<file path="src/rtl/monolith_sponge_if.sv">
// Handshake and permutation bus between monolith_sponge and its environment.
// slave is the sponge's view; master is the driver/permutation side.
interface monolith_sponge_if #(
   parameter int WORD_WIDTH = 31,
   parameter int STATE_SIZE = 16
);
   logic [WORD_WIDTH-1:0]                  in_data;
   logic                                   in_valid;
   logic                                   in_last;
   logic                                   in_ready;
   logic [STATE_SIZE-1:0][WORD_WIDTH-1:0]  perm_state_out;
   logic                                   perm_in_valid;
   logic [STATE_SIZE-1:0][WORD_WIDTH-1:0]  perm_state_in;
   logic                                   perm_out_valid;
   logic [WORD_WIDTH-1:0]                  out_data;
   logic                                   out_valid;
   logic                                   out_last;
   logic                                   out_ready;
   logic                                   busy;

   modport slave (
      input  in_data, in_valid, in_last, perm_state_in, perm_out_valid, out_ready,
      output in_ready, perm_state_out, perm_in_valid, out_data, out_valid, out_last, busy
   );

   modport master (
      output in_data, in_valid, in_last, perm_state_in, perm_out_valid, out_ready,
      input  in_ready, perm_state_out, perm_in_valid, out_data, out_valid, out_last, busy
   );
endinterface

</file>
<file path="src/rtl/monolith_sponge.sv">
// Field sponge over GF(2^31-1) wrapped around an external monolith permutation.
// Absorbs RATE words per block, pads with a single 1 word, squeezes DIGEST_WORDS words.
//
// state      | meaning
// ABSORB     | accept message words into state[idx]
// PAD        | add 1 to state[idx] after the final word
// PERM_ISSUE | one-cycle start strobe to the permutation
// PERM_WAIT  | wait for permuted state, then decide next phase
// SQUEEZE    | present state[oidx] as digest words
module monolith_sponge #(
   parameter int WORD_WIDTH   = 31,
   parameter int STATE_SIZE   = 16,
   parameter int RATE         = 8,
   parameter int DIGEST_WORDS = 8
) (
   input logic              clk,
   input logic              reset,
   monolith_sponge_if.slave bus
);
   localparam int                  IDX_W     = $clog2(STATE_SIZE);
   localparam logic [WORD_WIDTH:0] P         = {1'b0, {WORD_WIDTH{1'b1}}};
   localparam logic [IDX_W-1:0]    RATE_LAST = IDX_W'(RATE - 1);
   localparam logic [IDX_W-1:0]    DIG_LAST  = IDX_W'(DIGEST_WORDS - 1);

   typedef enum logic [2:0] {
      ABSORB,
      PAD,
      PERM_ISSUE,
      PERM_WAIT,
      SQUEEZE
   } fsm_t;

   typedef logic [STATE_SIZE-1:0][WORD_WIDTH-1:0] state_t;

   fsm_t             fsm_q, fsm_d;
   state_t           st_q, st_d;
   logic [IDX_W-1:0] idx_q, idx_d;
   logic [IDX_W-1:0] oidx_q, oidx_d;
   logic             fin_q, fin_d;
   logic             padded_q, padded_d;

   // Both operands are canonical, so one conditional subtraction suffices.
   function automatic logic [WORD_WIDTH-1:0] mod_add(input logic [WORD_WIDTH-1:0] a,
                                                     input logic [WORD_WIDTH-1:0] b);
      logic [WORD_WIDTH:0] sum;
      sum = {1'b0, a} + {1'b0, b};
      if (sum >= P) begin
         sum = sum - P;
      end
      return sum[WORD_WIDTH-1:0];
   endfunction

   always_ff @(posedge clk) begin
      if (reset) begin
         fsm_q    <= ABSORB;
         st_q     <= '0;
         idx_q    <= '0;
         oidx_q   <= '0;
         fin_q    <= 1'b0;
         padded_q <= 1'b0;
      end else begin
         fsm_q    <= fsm_d;
         st_q     <= st_d;
         idx_q    <= idx_d;
         oidx_q   <= oidx_d;
         fin_q    <= fin_d;
         padded_q <= padded_d;
      end
   end

   always_comb begin
      fsm_d    = fsm_q;
      st_d     = st_q;
      idx_d    = idx_q;
      oidx_d   = oidx_q;
      fin_d    = fin_q;
      padded_d = padded_q;
      case (fsm_q)
         ABSORB: begin
            if (bus.in_valid) begin
               st_d[idx_q] = mod_add(st_q[idx_q], bus.in_data);
               if (bus.in_last) begin
                  fin_d = 1'b1;
               end
               // A last word that fills the block leaves the pad for a fresh block.
               if (idx_q == RATE_LAST) begin
                  idx_d = '0;
                  fsm_d = PERM_ISSUE;
               end else begin
                  idx_d = idx_q + 1'b1;
                  if (bus.in_last) begin
                     fsm_d = PAD;
                  end
               end
            end
         end
         PAD: begin
            st_d[idx_q] = mod_add(st_q[idx_q], WORD_WIDTH'(1));
            padded_d    = 1'b1;
            fsm_d       = PERM_ISSUE;
         end
         PERM_ISSUE: begin
            fsm_d = PERM_WAIT;
         end
         PERM_WAIT: begin
            if (bus.perm_out_valid) begin
               st_d = bus.perm_state_in;
               if (padded_q) begin
                  fsm_d = SQUEEZE;
               end else if (fin_q) begin
                  idx_d = '0;
                  fsm_d = PAD;
               end else begin
                  fsm_d = ABSORB;
               end
            end
         end
         SQUEEZE: begin
            if (bus.out_ready) begin
               if (oidx_q == DIG_LAST) begin
                  st_d     = '0;
                  idx_d    = '0;
                  oidx_d   = '0;
                  fin_d    = 1'b0;
                  padded_d = 1'b0;
                  fsm_d    = ABSORB;
               end else begin
                  oidx_d = oidx_q + 1'b1;
               end
            end
         end
         default: begin
            fsm_d = ABSORB;
         end
      endcase
   end

   assign bus.in_ready       = (fsm_q == ABSORB);
   assign bus.perm_in_valid  = (fsm_q == PERM_ISSUE);
   assign bus.perm_state_out = st_q;
   assign bus.out_valid      = (fsm_q == SQUEEZE);
   assign bus.out_last       = (fsm_q == SQUEEZE) && (oidx_q == DIG_LAST);
   assign bus.out_data       = (fsm_q == SQUEEZE) ? st_q[oidx_q] : '0;
   assign bus.busy           = !((fsm_q == ABSORB) && (idx_q == '0) && (st_q == '0));

endmodule
</file>
<file path="src/flat_wrapper.sv">
// flat-port wrapper written by rule: the top's interface ports become plain ports
module monolith_sponge_flat 
#(
   parameter int WORD_WIDTH   = 31,
   parameter int STATE_SIZE   = 16,
   parameter int RATE         = 8,
   parameter int DIGEST_WORDS = 8
)
  (clk, reset, bus_in_data, bus_in_valid, bus_in_last, bus_perm_state_in, bus_perm_out_valid, bus_out_ready, bus_in_ready, bus_perm_state_out, bus_perm_in_valid, bus_out_data, bus_out_valid, bus_out_last, bus_busy);
  monolith_sponge_if #(.WORD_WIDTH(WORD_WIDTH), .STATE_SIZE(STATE_SIZE)) bus_i ();
  input logic clk;
  input logic reset;
  input wire logic [$bits(bus_i.in_data)-1:0] bus_in_data;
  input wire logic [$bits(bus_i.in_valid)-1:0] bus_in_valid;
  input wire logic [$bits(bus_i.in_last)-1:0] bus_in_last;
  input wire logic [$bits(bus_i.perm_state_in)-1:0] bus_perm_state_in;
  input wire logic [$bits(bus_i.perm_out_valid)-1:0] bus_perm_out_valid;
  input wire logic [$bits(bus_i.out_ready)-1:0] bus_out_ready;
  output wire logic [$bits(bus_i.in_ready)-1:0] bus_in_ready;
  output wire logic [$bits(bus_i.perm_state_out)-1:0] bus_perm_state_out;
  output wire logic [$bits(bus_i.perm_in_valid)-1:0] bus_perm_in_valid;
  output wire logic [$bits(bus_i.out_data)-1:0] bus_out_data;
  output wire logic [$bits(bus_i.out_valid)-1:0] bus_out_valid;
  output wire logic [$bits(bus_i.out_last)-1:0] bus_out_last;
  output wire logic [$bits(bus_i.busy)-1:0] bus_busy;
  assign bus_i.in_data = bus_in_data;
  assign bus_i.in_valid = bus_in_valid;
  assign bus_i.in_last = bus_in_last;
  assign bus_i.perm_state_in = bus_perm_state_in;
  assign bus_i.perm_out_valid = bus_perm_out_valid;
  assign bus_i.out_ready = bus_out_ready;
  assign bus_in_ready = bus_i.in_ready;
  assign bus_perm_state_out = bus_i.perm_state_out;
  assign bus_perm_in_valid = bus_i.perm_in_valid;
  assign bus_out_data = bus_i.out_data;
  assign bus_out_valid = bus_i.out_valid;
  assign bus_out_last = bus_i.out_last;
  assign bus_busy = bus_i.busy;
  monolith_sponge #(.WORD_WIDTH(WORD_WIDTH), .STATE_SIZE(STATE_SIZE), .RATE(RATE), .DIGEST_WORDS(DIGEST_WORDS)) u_core (.clk(clk), .reset(reset), .bus(bus_i));
endmodule
</file>
<file path="config.mk">
export PLATFORM = sky130hd
export DESIGN_NAME = monolith_sponge_flat
export DESIGN_NICKNAME = d
export VERILOG_FILES = /design/src/rtl/monolith_sponge_if.sv /design/src/rtl/monolith_sponge.sv /design/src/flat_wrapper.sv
export SDC_FILE = /design/constraint.sdc
export NUM_CORES = 2
export LEC_CHECK = 0
export BUFFER_PORTS_ARGS = -buffer_cell sky130_fd_sc_hd__buf_2
export CORE_AREA = 2 2 420 422
export CTS_CLUSTER_DIAMETER = 150
export CTS_CLUSTER_SIZE = 12
export DETAILED_ROUTE_END_ITERATION = 8
export DIE_AREA = 0 0 422 424
export GPL_TIMING_DRIVEN = 0
export PLACE_DENSITY_LB_ADDON = 0.25
export SYNTH_ARGS = -nofsm -noshare
export SYNTH_HDL_FRONTEND = slang
export SYNTH_SLANG_ARGS = --single-unit
</file>
<file path="constraint.sdc">
create_clock -name clk -period 10 [get_ports clk]
set_clock_uncertainty 0.15 [all_clocks]
set_input_delay 0.5 -clock clk [delete_from_list [all_inputs] [get_ports clk]]
set_output_delay 0.5 -clock clk [all_outputs]
set_load 0.01 [all_outputs]
</file>
Word-level counts from Yosys, hierarchy flattened
Index checks and enable logic that the tools add are counted.
{"block": "word_totals", "regBits": 509, "wordCells": 107}
{"block": "classes", "add_sub_neg": 6, "n_lt_le_gt_ge": 5, "eq_ne": 14, "mux": 43, "n_reduce_logical": 18}
{"op": "$mux 496", "count": 4}
{"op": "$pmux 496 s4", "count": 1}
{"op": "$bwmux 496", "count": 2}
{"op": "$logic_not 496->1", "count": 1}
{"op": "$mux 31", "count": 9}
{"op": "$bmux 31 s4", "count": 2}
{"op": "$demux 31 s4", "count": 1}
{"op": "$ge 32x31->1 const B", "count": 2}
{"op": "$sub 31x31->31 const B", "count": 2}
{"op": "$add 31x1->32 const B", "count": 1}
{"op": "$add 31x31->32", "count": 1}
{"op": "$mux 4", "count": 8}
{"op": "$mux 3", "count": 7}
{"op": "$pmux 3 s5", "count": 1}
{"op": "$reduce_and 5->1", "count": 3}
{"op": "$pmux 4 s3", "count": 1}
{"op": "$lt 4x5->1 const B", "count": 2}
{"op": "$ne 2x2->1 const B", "count": 5}
{"op": "$add 4x1->4 const B", "count": 2}
{"op": "$eq 4x3->1 const B", "count": 2}
{"op": "$reduce_and 7->1", "count": 1}
{"op": "$eq 3x2->1 const B", "count": 2}
{"op": "$mux 1", "count": 5}
{"op": "$ge 4x1->1 const B", "count": 1}
{"op": "14 further kinds", "count": 20}

Logic depth before layout (Yosys ltp)
{"block": "logic_depth", "ltp_word": 10, "depth_mapped": 27, "depth_no_buf": 18}

Least setup slack after synthesis
Ideal clock, no wire load.
{"block": "synth_timing", "kind": "flip-flop to flip-flop", "from": "register u_core.idx_q[0]", "to": "register (tool-made name)", "setup_ns": 0.132, "t_arrival_ns": 6.396, "required_ns": 9.718, "setup_slack_ns": 3.322, "path_stages_with_launch": 25, "synth_period_minus_slack_ns": 6.678, "path_cell_list": "dfxtp_1 buf_6 buf_12 buf_12 mux4_2 a221oi_2 inv_2 ha_1 fa_1 a21o_1 a211o_1 a221o_1 buf_2 xnor2_1 nor4_4 and3_1 nand4_1 or4_1 clkbuf_1 o21ai_2 buf_2 mux2_2 buf_4 a221oi_1 nor3_1"}
{"item": "start, declared", "line": "monolith_sponge.sv:37", "source": "logic [IDX_W-1:0] idx_q, idx_d;"}
{"item": "start signal, assigned", "line": "monolith_sponge.sv:64", "source": "idx_q <= idx_d;"}

==> results.tsv <==
stage	metric	value	unit
run_status	result of the run	finished, violations left	
run_status	failing checks	max-capacitance violations, max-slew violations, negative setup slack	
power	static leakage power	0.0190	µW
synth	post-synthesis sequential element count	509	
critical_path	Critical Path End Type	flop	
floorplan	die area	179000	µm²
critical_path	logic depth of the worst register-to-register path	25	
power	sequential fraction of design power	0.261	
routing	count of nets left with antenna violations after detail routing	0	
synth	Post-Synth XOR/XNOR Area	0.0110	
synth	number of distinct library cells after synthesis	93	
placement	routability-driven placement congestion ratio	1.07	
global_route	number of antenna violations at the first check in global routing	70	
routing	average via count per standard cell	7.25	
critical_path	arrival time of the worst setup path	10.70	ns
synth	Synthesized Nets	5697	
final_layout	final cell count without fillers	8754	
sta	Fin Setup TNS	-13.45	ns
power	combinational fraction of design power	0.570	
routing	final routed wire length divided by cell count	57.8	µm
final_layout	FILL cells	19138	
placement	pre-CTS WS	-1.26	ns
worst_hold_path	type of the tightest min-delay check	in -> reg	
synth	portion of netlist area occupied by mux cells	0.154	
sta	worst max-slew margin expressed relative to the limit	-0.0957	
sta	max frequency	97.4	MHz
sta	post-layout worst setup margin	-0.267	ns
clocking	number of buffers added by the clock tree synthesis step	50	
final_layout	multi-input combinational cell area	29600	µm²
sta	final worst-path cycle share	1.03	
clocking	htree depth	2	
power	P_sw	7430	µW
power	Sw Ratio	0.607	
placement	Post-Place Cells	8566	
floorplan	die height	424	µm
power	power share of the clock group	0.168	
final_layout	register cell area after layout	10200	µm²
routing	Pre-Repair DR Iteration Count	6	
critical_path	category of the worst setup path launch point	flop	
critical_path	Worst path max stage delay	0.65	ns
sta	RSZ-0062 raised after global routing	no	
final_layout	# nets final	6910	
global_route	vias in the first global route	56743	
synth	Synth Area in Adders	0.0120	
final_layout	layout cell share with drive strength beyond 1	0.259	
synth	number of enable flip-flop cells after synthesis	0	
critical_path	Setup Crit Path Kind	reg -> reg	
final_layout	area added between synthesis and finish	26.8	%
sta	final hold slack	0.00935	ns
clocking	root buf cell	sky130_fd_sc_hd__clkbuf_16	
clocking	worst-skew pair later-pin latency	0.78	ns
power	IR Drop Worst-Case VDD	0.000131	V
floorplan	CORE AREA	175000	µm²
routing	DRC violations left	0	
sta	number of failing setup endpoints in the final timing report	127	
global_route	final global-route overflow total	0	
synth	fraction of the mapped netlist area in compound gates	0.301	
placement	post-DP HPWL	414000	µm
floorplan	Die Width	422	µm
clocking	maximum buffer depth of the clock tree	3	
critical_path	internal reg-to-reg setup slack	-0.27	ns
critical_path	source of the worst register-to-register timing path	u_core.idx_q[1]	
critical_path	critical path peak fanout	10	
sta	final critical delay including setup and external delays	10.27	ns
critical_path	slowest stage cell on the critical path	sky130_fd_sc_hd__ha_1	
floorplan	floorplan row count	154	
routing	final routed wirelength across all metal layers	506000	µm
job	Max-cap violations	18	
clocking	Clk pin slew, worst setup/hold paths	0.08	ns
synth	post-synthesis simple-gate area fraction	0.216	
placement	number of port buffers	1063	
clocking	total clock sinks	509	
power	total power density per cell area	229	nW/µm²
synth	instance count of the mapped netlist	5124	
synth	prevailing post-synth register cell	sky130_fd_sc_hd__dfxtp_1	
sta	actual slew at the worst max-slew pin	1.64	ns
power	internal power component	4810	µW
critical_path	Required @ worst endpoint	10.43	ns
synth	mean instance size in the synthesized netlist	8.23	µm²
final_layout	final design area excluding fillers	53500	µm²
placement	Area after DPL	51200	µm²
synth	area of the mapped netlist	42200	µm²
floorplan	starting density of the core	0.241	
global_route	overall fraction of global-route tracks in use	0.538	
clocking	TritonCTS clock tree	done	
synth	combinational family with the most area after synthesis	compound AO/OA/AOI/OAI gates	
critical_path	Crit. Startpoint	u_core.idx_q[1]	
global_route	first-pass GRT wire length	628000	µm
sta	number of hold violations in the final report	0	
synth	total of warnings raised by yosys	0	
sta	number of pins exceeding their max-slew limit in the final report	133	
synth	asr flop ratio synth	0	
routing	number of DRC markers after the initial detailed-route iteration	11441	
floorplan	num ports	1065	
routing	number of vias after detailed routing	63439	
global_route	largest net degree at the start of global routing	15	
synth	sequential-to-total area share from yosys stat	0.242	
==> worst max-delay path: cells and delay by family, from the launching register on <==
family	cells	cell delay [ns]
DFF	1	0.44
and+or+nand+nor	5	1.71
muxes	1	0.45
AOI/OAI and AO/OA	8	2.57
buffers and inverters	10	4.04
adders and majority gates	1	0.65
==> worst min path at each step <==
stage / depth (start not counted) / end / slack [ns] / from
5_1_grt: 3 / flop / 0.03 / bus_perm_state_in[391]
3_3_place_gp: 2 / u_core.padded_q / 0.37 / u_core.padded_q
6_report: 3 / flop / 0.009 / bus_perm_state_in[482]
2_1_floorplan: 2 / u_core.padded_q / 0.32 / u_core.padded_q
4_1_cts: 3 / flop / 0.0002 / bus_perm_state_in[482]
3_5_place_dp: 2 / u_core.padded_q / 0.38 / u_core.padded_q
==> layer usage <==
| layer | GRT usage | up-vias | wire [µm] |
|---|---|---|---|
| met1 | 0.618 | 32329 | 179000 |
| met5 | 0.000269 | - | 98 |
| met4 | 0.513 | 16 | 59200 |
| met2 | 0.786 | 6168 | 210000 |
| met3 | 0.173 | 1744 | 57100 |
| li1 | - | 23182 | - |
==> what timing repair did <==
item	in CTS	in global routing
hold buffers	58	0
gates resized for setup	9	18
endpoints found under the hold margin	59	0
pin swaps	0	0
setup endpoints to repair	335	186
buffers inserted	1	0
==> cell usage after synthesis (29+ instances only) <==
cell type	count	area, µm²
sky130_fd_sc_hd__a311oi_1	315	2760
sky130_fd_sc_hd__a21o_1	30	225
sky130_fd_sc_hd__o21ai_0	176	881
sky130_fd_sc_hd__a31oi_1	73	457
sky130_fd_sc_hd__nor4_1	228	1430
sky130_fd_sc_hd__nand3_1	169	846
sky130_fd_sc_hd__buf_2	37	185
sky130_fd_sc_hd__a21oi_1	208	1040
sky130_fd_sc_hd__a22oi_1	70	526
sky130_fd_sc_hd__mux4_2	272	6130
sky130_fd_sc_hd__and2_1	45	282
sky130_fd_sc_hd__dfxtp_1	509	10200
sky130_fd_sc_hd__nor3_1	165	826
sky130_fd_sc_hd__nand4_1	56	350
sky130_fd_sc_hd__a221o_1	170	1700
sky130_fd_sc_hd__o211ai_1	30	225
sky130_fd_sc_hd__nand2_1	435	1630
sky130_fd_sc_hd__a211oi_1	58	435
sky130_fd_sc_hd__a221oi_1	427	3740
sky130_fd_sc_hd__xnor2_1	29	254
sky130_fd_sc_hd__ha_1	39	488
sky130_fd_sc_hd__buf_1	29	109
sky130_fd_sc_hd__nor2_1	711	2670
sky130_fd_sc_hd__clkbuf_1	523	1960
==> layout make-up <==
type                       instances  share of cell area
sequential                       509               0.191
antenna                           68             0.00318
multi-input combinational       3966               0.554
buffer                           617              0.0493
clock inverter                     8             0.00178
inverter                          30             0.00211
tap                             2340              0.0548
clock buffer                      53              0.0238
timing repair buffer            1163               0.120
==> through the flow <==
| step | util | power (µW) |
|---|---|---|
| 5_1_grt | 0.305 | 12000 |
| 3_3_place_gp | 0.288 | 9330 |
| 4_1_cts | 0.304 | 11500 |
| 3_5_place_dp | 0.293 | 9510 |
| 2_1_floorplan | - | 5350 |
| 6_report | 0.306 | 12200 |
==> cell families after synthesis <==
logic type / count (synthesis)
flip-flops: 509
AO/OA/AOI/OAI: 1632
buffers and inverters: 649
AND/OR/NAND/NOR: 1950
adder cells (fa/ha/maj): 40
XOR/XNOR: 53
multiplexers: 291
==> power by group through the flow <==
stage	clock [µW]	combinational (µW)	sequential (µW)
floorplan	0	2720	2630
global placement	0	6190	3140
detailed placement	0	6380	3140
CTS	2020	6420	3090
global route	2070	6810	3110
finish	2060	6990	3200
==> cells in the final DEF (no fill, tap or decap), drive strengths merged, types with 58 or more instances in the layout <==
cell / netlist / layout
a211oi: 58 / 58
nor4: 230 / 230
mux4: 282 / 282
nand3: 169 / 169
nand4: 58 / 58
a221o: 170 / 170
nand2: 441 / 441
nor2: 715 / 715
a221oi: 439 / 439
nor3: 166 / 166
a31oi: 73 / 73
a22oi: 70 / 70
a311oi: 315 / 315
diode: 0 / 68
a21oi: 209 / 209
dlygate4sd3: 0 / 58
buf: 95 / 1199
clkbuf: 524 / 576
o21ai: 180 / 180
dfxtp: 509 / 509
Note: power is estimated with default switching activity, not from simulation.
